[config.mk]
export PLATFORM = sky130hd
export DESIGN_NAME = lfsr_seq_ctrl_flat
export DESIGN_NICKNAME = d
export VERILOG_FILES = /design/src/rtl/lfsr_seq_ctrl_if.sv /design/src/rtl/lfsr_seq_ctrl.sv /design/src/flat_wrapper.sv
export SDC_FILE = /design/constraint.sdc
export NUM_CORES = 1
export LEC_CHECK = 0
export CORE_MARGIN = 10
export CORE_UTILIZATION = 50
export DETAILED_ROUTE_END_ITERATION = 7
export PLACE_DENSITY = 0.78
export SYNTH_ARGS = -nofsm -noshare
export SYNTH_HDL_FRONTEND = slang
export SYNTH_SLANG_ARGS = --single-unit
[constraint.sdc]
create_clock -name clk -period 2.3 [get_ports clk]
set_input_delay 0.46 -clock clk [delete_from_list [all_inputs] [get_ports clk]]
set_output_delay 0.46 -clock clk [all_outputs]
set_load 0.1 [all_outputs]
[src/rtl/lfsr_seq_ctrl_if.sv]
// Command and burst-sample channels of the LFSR sequencer.
// The host drives commands and accepts samples; the sequencer does the reverse.
interface lfsr_seq_ctrl_if #(
   parameter int WIDTH = 8,
   parameter int CNT_W = 16
);
   logic             cmd_valid;
   logic             cmd_ready;
   logic [1:0]       cmd_op;
   logic [CNT_W-1:0] cmd_arg;
   logic             out_valid;
   logic             out_ready;
   logic [WIDTH-1:0] out_data;

   // Host side: offers commands, sinks burst samples.
   modport master (
      output cmd_valid, cmd_op, cmd_arg, out_ready,
      input  cmd_ready, out_valid, out_data
   );

   // Sequencer side.
   modport slave (
      input  cmd_valid, cmd_op, cmd_arg, out_ready,
      output cmd_ready, out_valid, out_data
   );
endinterface

[src/rtl/lfsr_seq_ctrl.sv]
// Command-driven sequencer for an external 8-bit LFSR register.
// Issues load/step strobes for seeding, counted bursts (each new state is
// streamed over a valid/ready port) and prescaled free-run, and owns the LED
// register that mirrors the LFSR state.
module lfsr_seq_ctrl #(
   parameter int WIDTH = 8,
   parameter int CNT_W = 16,
   parameter int DIV   = 1
) (
   input  logic             clk,
   input  logic             rst_n,
   lfsr_seq_ctrl_if.slave   bus,
   output logic             lfsr_load_o,
   output logic [WIDTH-1:0] lfsr_seed_o,
   output logic             lfsr_en_o,
   input  logic [WIDTH-1:0] lfsr_q_i,
   output logic [WIDTH-1:0] led_o,
   output logic             busy_o
);

   localparam int               DIV_W    = 16;
   localparam logic [DIV_W-1:0] DIV_LAST = DIV_W'(DIV - 1);

   localparam logic [1:0] OP_LOAD  = 2'b00;
   localparam logic [1:0] OP_BURST = 2'b01;
   localparam logic [1:0] OP_FREE  = 2'b10;

   typedef enum logic [2:0] {
      S_IDLE,
      S_LOAD,
      S_STEP,
      S_OUT,
      S_FREE
   } state_t;

   state_t           state_q, state_d;
   logic [CNT_W-1:0] remain_q, remain_d;
   logic [DIV_W-1:0] div_cnt_q, div_cnt_d;
   logic [WIDTH-1:0] seed_q, seed_d;
   logic [WIDTH-1:0] led_q;
   logic             upd_q;
   logic             rdy_en_q;   // keeps cmd_ready low until the first edge out of reset
   logic             cmd_ready;
   logic             cmd_fire;
   logic             out_valid;
   logic [WIDTH-1:0] out_data;
   logic [WIDTH-1:0] arg_seed;

   assign arg_seed = bus.cmd_arg[WIDTH-1:0];

   // Next-state, counters and Moore strobes; an accepted command overrides the state's own transition.
   always_comb begin
      state_d     = state_q;
      remain_d    = remain_q;
      div_cnt_d   = div_cnt_q;
      seed_d      = seed_q;
      cmd_ready   = 1'b0;
      cmd_fire    = 1'b0;
      lfsr_load_o = 1'b0;
      lfsr_en_o   = 1'b0;
      out_valid   = 1'b0;
      unique case (state_q)
         S_IDLE: cmd_ready = rdy_en_q;
         S_LOAD: begin
            lfsr_load_o = 1'b1;
            state_d     = S_IDLE;
         end
         S_STEP: begin
            lfsr_en_o = 1'b1;
            state_d   = S_OUT;
         end
         S_OUT: begin
            out_valid = 1'b1;
            if (bus.out_ready) begin
               remain_d = remain_q - CNT_W'(1);
               state_d  = (remain_q == CNT_W'(1)) ? S_IDLE : S_STEP;
            end
         end
         S_FREE: begin
            cmd_ready = rdy_en_q;
            if (div_cnt_q == DIV_LAST) begin
               lfsr_en_o = 1'b1;
               div_cnt_d = '0;
            end else begin
               div_cnt_d = div_cnt_q + DIV_W'(1);
            end
         end
         default: state_d = S_IDLE;
      endcase

      cmd_fire = cmd_ready & bus.cmd_valid;
      if (cmd_fire) begin
         unique case (bus.cmd_op)
            OP_LOAD: begin
               state_d = S_LOAD;
               // All-zero is the LFSR lockup state, so it is never loaded.
               seed_d  = (arg_seed == '0) ? WIDTH'(1) : arg_seed;
            end
            OP_BURST: begin
               if (bus.cmd_arg != '0) begin
                  state_d  = S_STEP;
                  remain_d = bus.cmd_arg;
               end else begin
                  state_d = S_IDLE;
               end
            end
            OP_FREE: begin
               state_d   = S_FREE;
               div_cnt_d = '0;
            end
            default: state_d = S_IDLE;
         endcase
      end
   end

   // State and counter registers.
   always_ff @(posedge clk) begin
      if (!rst_n) begin
         state_q   <= S_IDLE;
         remain_q  <= '0;
         div_cnt_q <= '0;
         seed_q    <= '0;
         rdy_en_q  <= 1'b0;
      end else begin
         state_q   <= state_d;
         remain_q  <= remain_d;
         div_cnt_q <= div_cnt_d;
         seed_q    <= seed_d;
         rdy_en_q  <= 1'b1;
      end
   end

   // LED picks up the LFSR output the cycle after the register has taken a strobe.
   always_ff @(posedge clk) begin
      if (!rst_n) begin
         upd_q <= 1'b0;
         led_q <= '0;
      end else begin
         upd_q <= lfsr_en_o | lfsr_load_o;
         if (upd_q) begin
            led_q <= lfsr_q_i;
         end
      end
   end

   // Sample bus is forced to zero whenever no beat is offered.
   genvar gi;
   generate
      for (gi = 0; gi < WIDTH; gi++) begin : g_out_data
         assign out_data[gi] = out_valid & lfsr_q_i[gi];
      end
   endgenerate

   assign bus.cmd_ready = cmd_ready;
   assign bus.out_valid = out_valid;
   assign bus.out_data  = out_data;
   assign lfsr_seed_o   = seed_q;
   assign led_o         = led_q;
   assign busy_o        = (state_q != S_IDLE);

endmodule

[src/flat_wrapper.sv]
// flat-port wrapper written by rule: the top's interface ports become plain ports
module lfsr_seq_ctrl_flat 
#(
   parameter int WIDTH = 8,
   parameter int CNT_W = 16,
   parameter int DIV   = 1
)
  (clk, rst_n, lfsr_load_o, lfsr_seed_o, lfsr_en_o, lfsr_q_i, led_o, busy_o, bus_cmd_valid, bus_cmd_op, bus_cmd_arg, bus_out_ready, bus_cmd_ready, bus_out_valid, bus_out_data);
  lfsr_seq_ctrl_if #(.WIDTH(WIDTH), .CNT_W(CNT_W)) bus_i ();
  input  logic clk;
  input  logic rst_n;
  output logic lfsr_load_o;
  output logic [WIDTH-1:0] lfsr_seed_o;
  output logic lfsr_en_o;
  input  logic [WIDTH-1:0] lfsr_q_i;
  output logic [WIDTH-1:0] led_o;
  output logic busy_o;
  input wire logic [$bits(bus_i.cmd_valid)-1:0] bus_cmd_valid;
  input wire logic [$bits(bus_i.cmd_op)-1:0] bus_cmd_op;
  input wire logic [$bits(bus_i.cmd_arg)-1:0] bus_cmd_arg;
  input wire logic [$bits(bus_i.out_ready)-1:0] bus_out_ready;
  output wire logic [$bits(bus_i.cmd_ready)-1:0] bus_cmd_ready;
  output wire logic [$bits(bus_i.out_valid)-1:0] bus_out_valid;
  output wire logic [$bits(bus_i.out_data)-1:0] bus_out_data;
  assign bus_i.cmd_valid = bus_cmd_valid;
  assign bus_i.cmd_op = bus_cmd_op;
  assign bus_i.cmd_arg = bus_cmd_arg;
  assign bus_i.out_ready = bus_out_ready;
  assign bus_cmd_ready = bus_i.cmd_ready;
  assign bus_out_valid = bus_i.out_valid;
  assign bus_out_data = bus_i.out_data;
  lfsr_seq_ctrl #(.WIDTH(WIDTH), .CNT_W(CNT_W), .DIV(DIV)) u_core (.clk(clk), .rst_n(rst_n), .bus(bus_i), .lfsr_load_o(lfsr_load_o), .lfsr_seed_o(lfsr_seed_o), .lfsr_en_o(lfsr_en_o), .lfsr_q_i(lfsr_q_i), .led_o(led_o), .busy_o(busy_o));
endmodule
Word level (Yosys, flattened, before mapping):

Cells that the tools add are included.

* word-level logic and storage cells: 59
* flip-flop bits (word level): 53
* output and inout port bits: 29
* input bits: 30

* bitwise logic cells: 10
* multiplexer cells: 22
* reductions and logical operators: 9
* equality and inequality tests: 9
* add/sub/neg operators: 2

Operator list (number)
* $mux W16: 9
* $pmux W3 S3: 2
* $add A16 B1 Y16 const B: 1
* $eq A16 B1 Y1 const B: 1
* $logic_not A16 Y1: 1
* $reduce_bool A16 Y1: 1
* $sub A16 B1 Y16 const B: 1
* $and A1 B1 Y1: 9
* $logic_not A8 Y1: 1
* $mux W8: 1
* $eq A3 B2 Y1 const B: 2
* $mux W3: 2
* $mux W1: 5
* $mux W2: 2
* $reduce_and A2 Y1: 2
* $eq A3 B1 Y1 const B: 1
* $eq A3 B3 Y1 const B: 1
* $logic_not A3 Y1: 1
* $ne A3 B2 Y1 const B: 1
* $reduce_bool A3 Y1: 1
* $eq A2 B1 Y1 const B: 1
* $eq A2 B2 Y1 const B: 1
* $logic_not A2 Y1: 1
* $ne A2 B1 Y1 const B: 1
* other kinds (3): 3

Depth between registers and ports, before layout:

* word-level depth: 6
* gate-level depth with buffers: 7
* depth with buffers taken out: 6

Worst setup path before layout:

OpenSTA, ideal clock, no wires.

* path type: flip-flop to output port
* start point: register u_core.state_q[0]
* end point: output lfsr_load_o
* slack: -1.041 ns
* arrival: 2.881 ns
* required time: 1.840 ns
* cell stages (with the launch flop): 3
* cell sequence: dfxtp_1 -> clkbuf_1 -> nor3b_1

* longest elaborated chain between the ends: 2

RTL lines
* from (decl): line lfsr_seq_ctrl.sv:36 `state_t state_q, state_d;`
* from (signal assigned): line lfsr_seq_ctrl.sv:125 `state_q <= state_d;`
* $eq A3 B1 Y1: line lfsr_seq_ctrl.sv:62 `unique case (state_q)`
* $mux W1: line lfsr_seq_ctrl.sv:62
* to (decl): line flat_wrapper.sv:12 `output logic lfsr_load_o;`

No other way between the ends.

Worst setup path in the final report:

* start point: register u_core.state_q[2]
* end point: output bus_out_data[4]

* longest elaborated chain between the ends: 3

RTL lines
* $eq A3 B2 Y1: line lfsr_seq_ctrl.sv:62
* $mux W1: line lfsr_seq_ctrl.sv:62
* $and A1 B1 Y1: line lfsr_seq_ctrl.sv:150 `assign out_data[gi] = out_valid & lfsr_q_i[gi];`
* to (decl): line flat_wrapper.sv:24 `output wire logic [$bits(bus_i.out_data)-1:0] bus_out_data;`

No other way between the ends.

==> results.tsv <==
metric	value	unit
worst-slew-pin-transition	0.5210	ns
r2r_slack	0.28	ns
worst_hold_slack	0.5072	ns
initialDrtViolationCount	161	
power_density	568.3	nW/um^2
antennaDiodeCount	0	
slew_headroom	0.6501	
drt_first_pass_iters	4	
core-area	5140	um^2
finalCriticalPeriod	2.192	ns
end_kind	primary output	
cts_setup_buffers	0	
wl	7220	um
tritoncts	yes	
final_area	3642	um^2
fin_skew	0.008507	ns
numCtsBuffers	5	
gp_congestion	0.8345	
antenna_found_initial	0	
yosys_warnings	0	
regArea	1061	um^2
clock_latency	0.30	ns
finalNetCount	408	
cts.clk_slew.worst_paths	0.10	ns
yosysSeqAreaShare	0.3987	
required	1.84	ns
clk_path_buf_depth	2	
synth_cell_types	43	
synth_top_cells_by_count	dfxtp_1 (53), nor2_1 (37), a21oi_1 (18), clkbuf_1 (17), mux2i_1 (15)	
grt_pass1_wl	12040	um
hold_viol	0	
port_buffers	58	
routedWlPerCell	16.22	um
n_fill_cell	429	
dpl.hpwl	5453	um
outcome	completed	
yosys-top-cells-area	dfxtp_1 (40%), mux2i_1 (5.6%), nor2_1 (5.2%)	
rsz0062_at_grt	false	
vias	2572	
via_per_inst	5.780	
ir_drop	0.3346	mV
power	0.002070	W
antenna_left	0	
die-area	8641	um^2
syn_to_final_growth	36.86	%
grt_pass1_vias	2575	
tns	0	ns
fmaxAchievable	0.4561	GHz
place_area	3521	um^2
arrival	1.73	ns
maxCapViolations	0	
h-tree-depth	2	
avgSynthCellArea	8.530	um^2
path_max_fanout	10	
syn_area	2661	um^2
synth-edff-count	0	
synthCells	312	
drv_slew	0	
yosysTopAreaCell	dfxtp_1	
grt_max_degree	26	
initial_core_util	0.5178	
cts_root_buffer	clkbuf_8	
die_h	92.96	um
drc	0	
criticalPathCategory	register to primary output	
synth-async-reset-ratio	0	
drive_gt1_frac	0.1760	
setup_violations	0	
num_rows	26	
p_leak	1.298	nW
ys_seq_elements	53	
io_pins	59	
min_path_type	register to register	
crit_path_start_kind	register	
multi_input_area	1513	um^2
post-route-period-util	0.9532	
syn_nets	346	
die_w	92.96	um
utilization	0.7086	
netlist.area_leader.share	0.3987	
synth_most_common_cell	dfxtp_1	
grt_overflow	0	
clkSinkCount	53	
grt_use_total	0.1666	
ys.flop_type	dfxtp_1	
## worst paths after layout
path | from | endpoint | depth (start not counted)
max reg2reg | u_core.div_cnt_q[3]$_SDFF_PN0_ | u_core.div_cnt_q[15]$_SDFF_PN0_ | 4
min reg2reg | u_core.div_cnt_q[1]$_SDFF_PN0_ | u_core.div_cnt_q[1]$_SDFF_PN0_ | 2
min | u_core.div_cnt_q[1]$_SDFF_PN0_ | u_core.div_cnt_q[1]$_SDFF_PN0_ | 2
max | u_core.state_q[2]$_SDFFE_PN0P_ | bus_out_data[4] | 4
## flip-flops by register name (all words and copies together), names as in the netlist
signal and flops:
u_core.upd_q 1, u_core.state_q 3, u_core.lfsr_seed_o 8, u_core.remain_q 16, u_core.div_cnt_q 16, u_core.led_o 8
u_core.rdy_en_q 1
## cells in the final DEF, fill, tap and decap left out, types with 7 or more instances in the layout
cell / Yosys / layout
a21oi_1: 18 / 18
and2_2: 0 / 7
buf_12: 0 / 15
buf_4: 0 / 32
clkdlybuf4s50_1: 0 / 29
dfxtp_1: 53 / 53
inv_1: 8 / 8
mux2i_1: 15 / 15
nand2_1: 14 / 14
nand3_1: 11 / 11
nand4_1: 10 / 10
nor2_1: 37 / 37
nor3_1: 10 / 10
nor4_1: 12 / 12
o31ai_1: 13 / 13
or3_1: 7 / 7
xnor2_1: 8 / 8
xor2_1: 13 / 13
## report_power, final
group | leakage [nW] | internal (W) | switching, W
clock | 0.0585 | 0.000355 | 0.000303
combinational | 0.811 | 0.000166 | 0.000271
sequential | 0.429 | 0.000945 | 0.0000290
total | 1.30 | 0.00147 | 0.000603
## critical path, stage by stage, from the launching register on
cell     delay [ns]
dfxtp_1        0.36
buf_4          0.18
and3b_1        0.46
and2_2         0.25
buf_12         0.18
## kinds of logic after synthesis
kind of cell	count (synthesis)	synth area share
AO/OA/AOI/OAI	53	0.1260
XOR/XNOR	21	0.06911
adder cells (fa/ha/maj)	4	0.01881
buffers and inverters	30	0.04325
flip-flops	53	0.3987
multiplexers	15	0.05642
AND/OR/NAND/NOR	136	0.2877
## what timing repair did
item | 4_1_cts | 5_1_grt
setup endpoints to repair | 0 | 1
hold buffers | 0 | 0
resized for setup | 0 | 1
## metal layers
layer | GRT usage | part of all wire
met1 | 0.1966 | 0.42
met2 | 0.2716 | 0.48
met3 | 0.07264 | 0.10
met4 | 0.03985 | 0.0087
met5 | 0 | 0
## layout make-up
type | count | area share
flip-flops and latches | 53 | 0.2913
inverters | 9 | 0.009275
repair buffers | 76 | 0.2281
clock inverters | 1 | 0.008245
well taps | 70 | 0.02405
clock buffers | 7 | 0.02370
multi-input cells | 229 | 0.4153
## stage by stage
stage / cells / worst slack (ns)
6_report: 445 / 0.1077
5_1_grt: 445 / 0.03355
4_1_cts: 445 / 0.09271
3_5_place_dp: 437 / 0.07922
3_3_place_gp: 437 / 0.1581
2_1_floorplan: 312 / -0.08040
No activity file was read; power rests on OpenSTA's default activity.
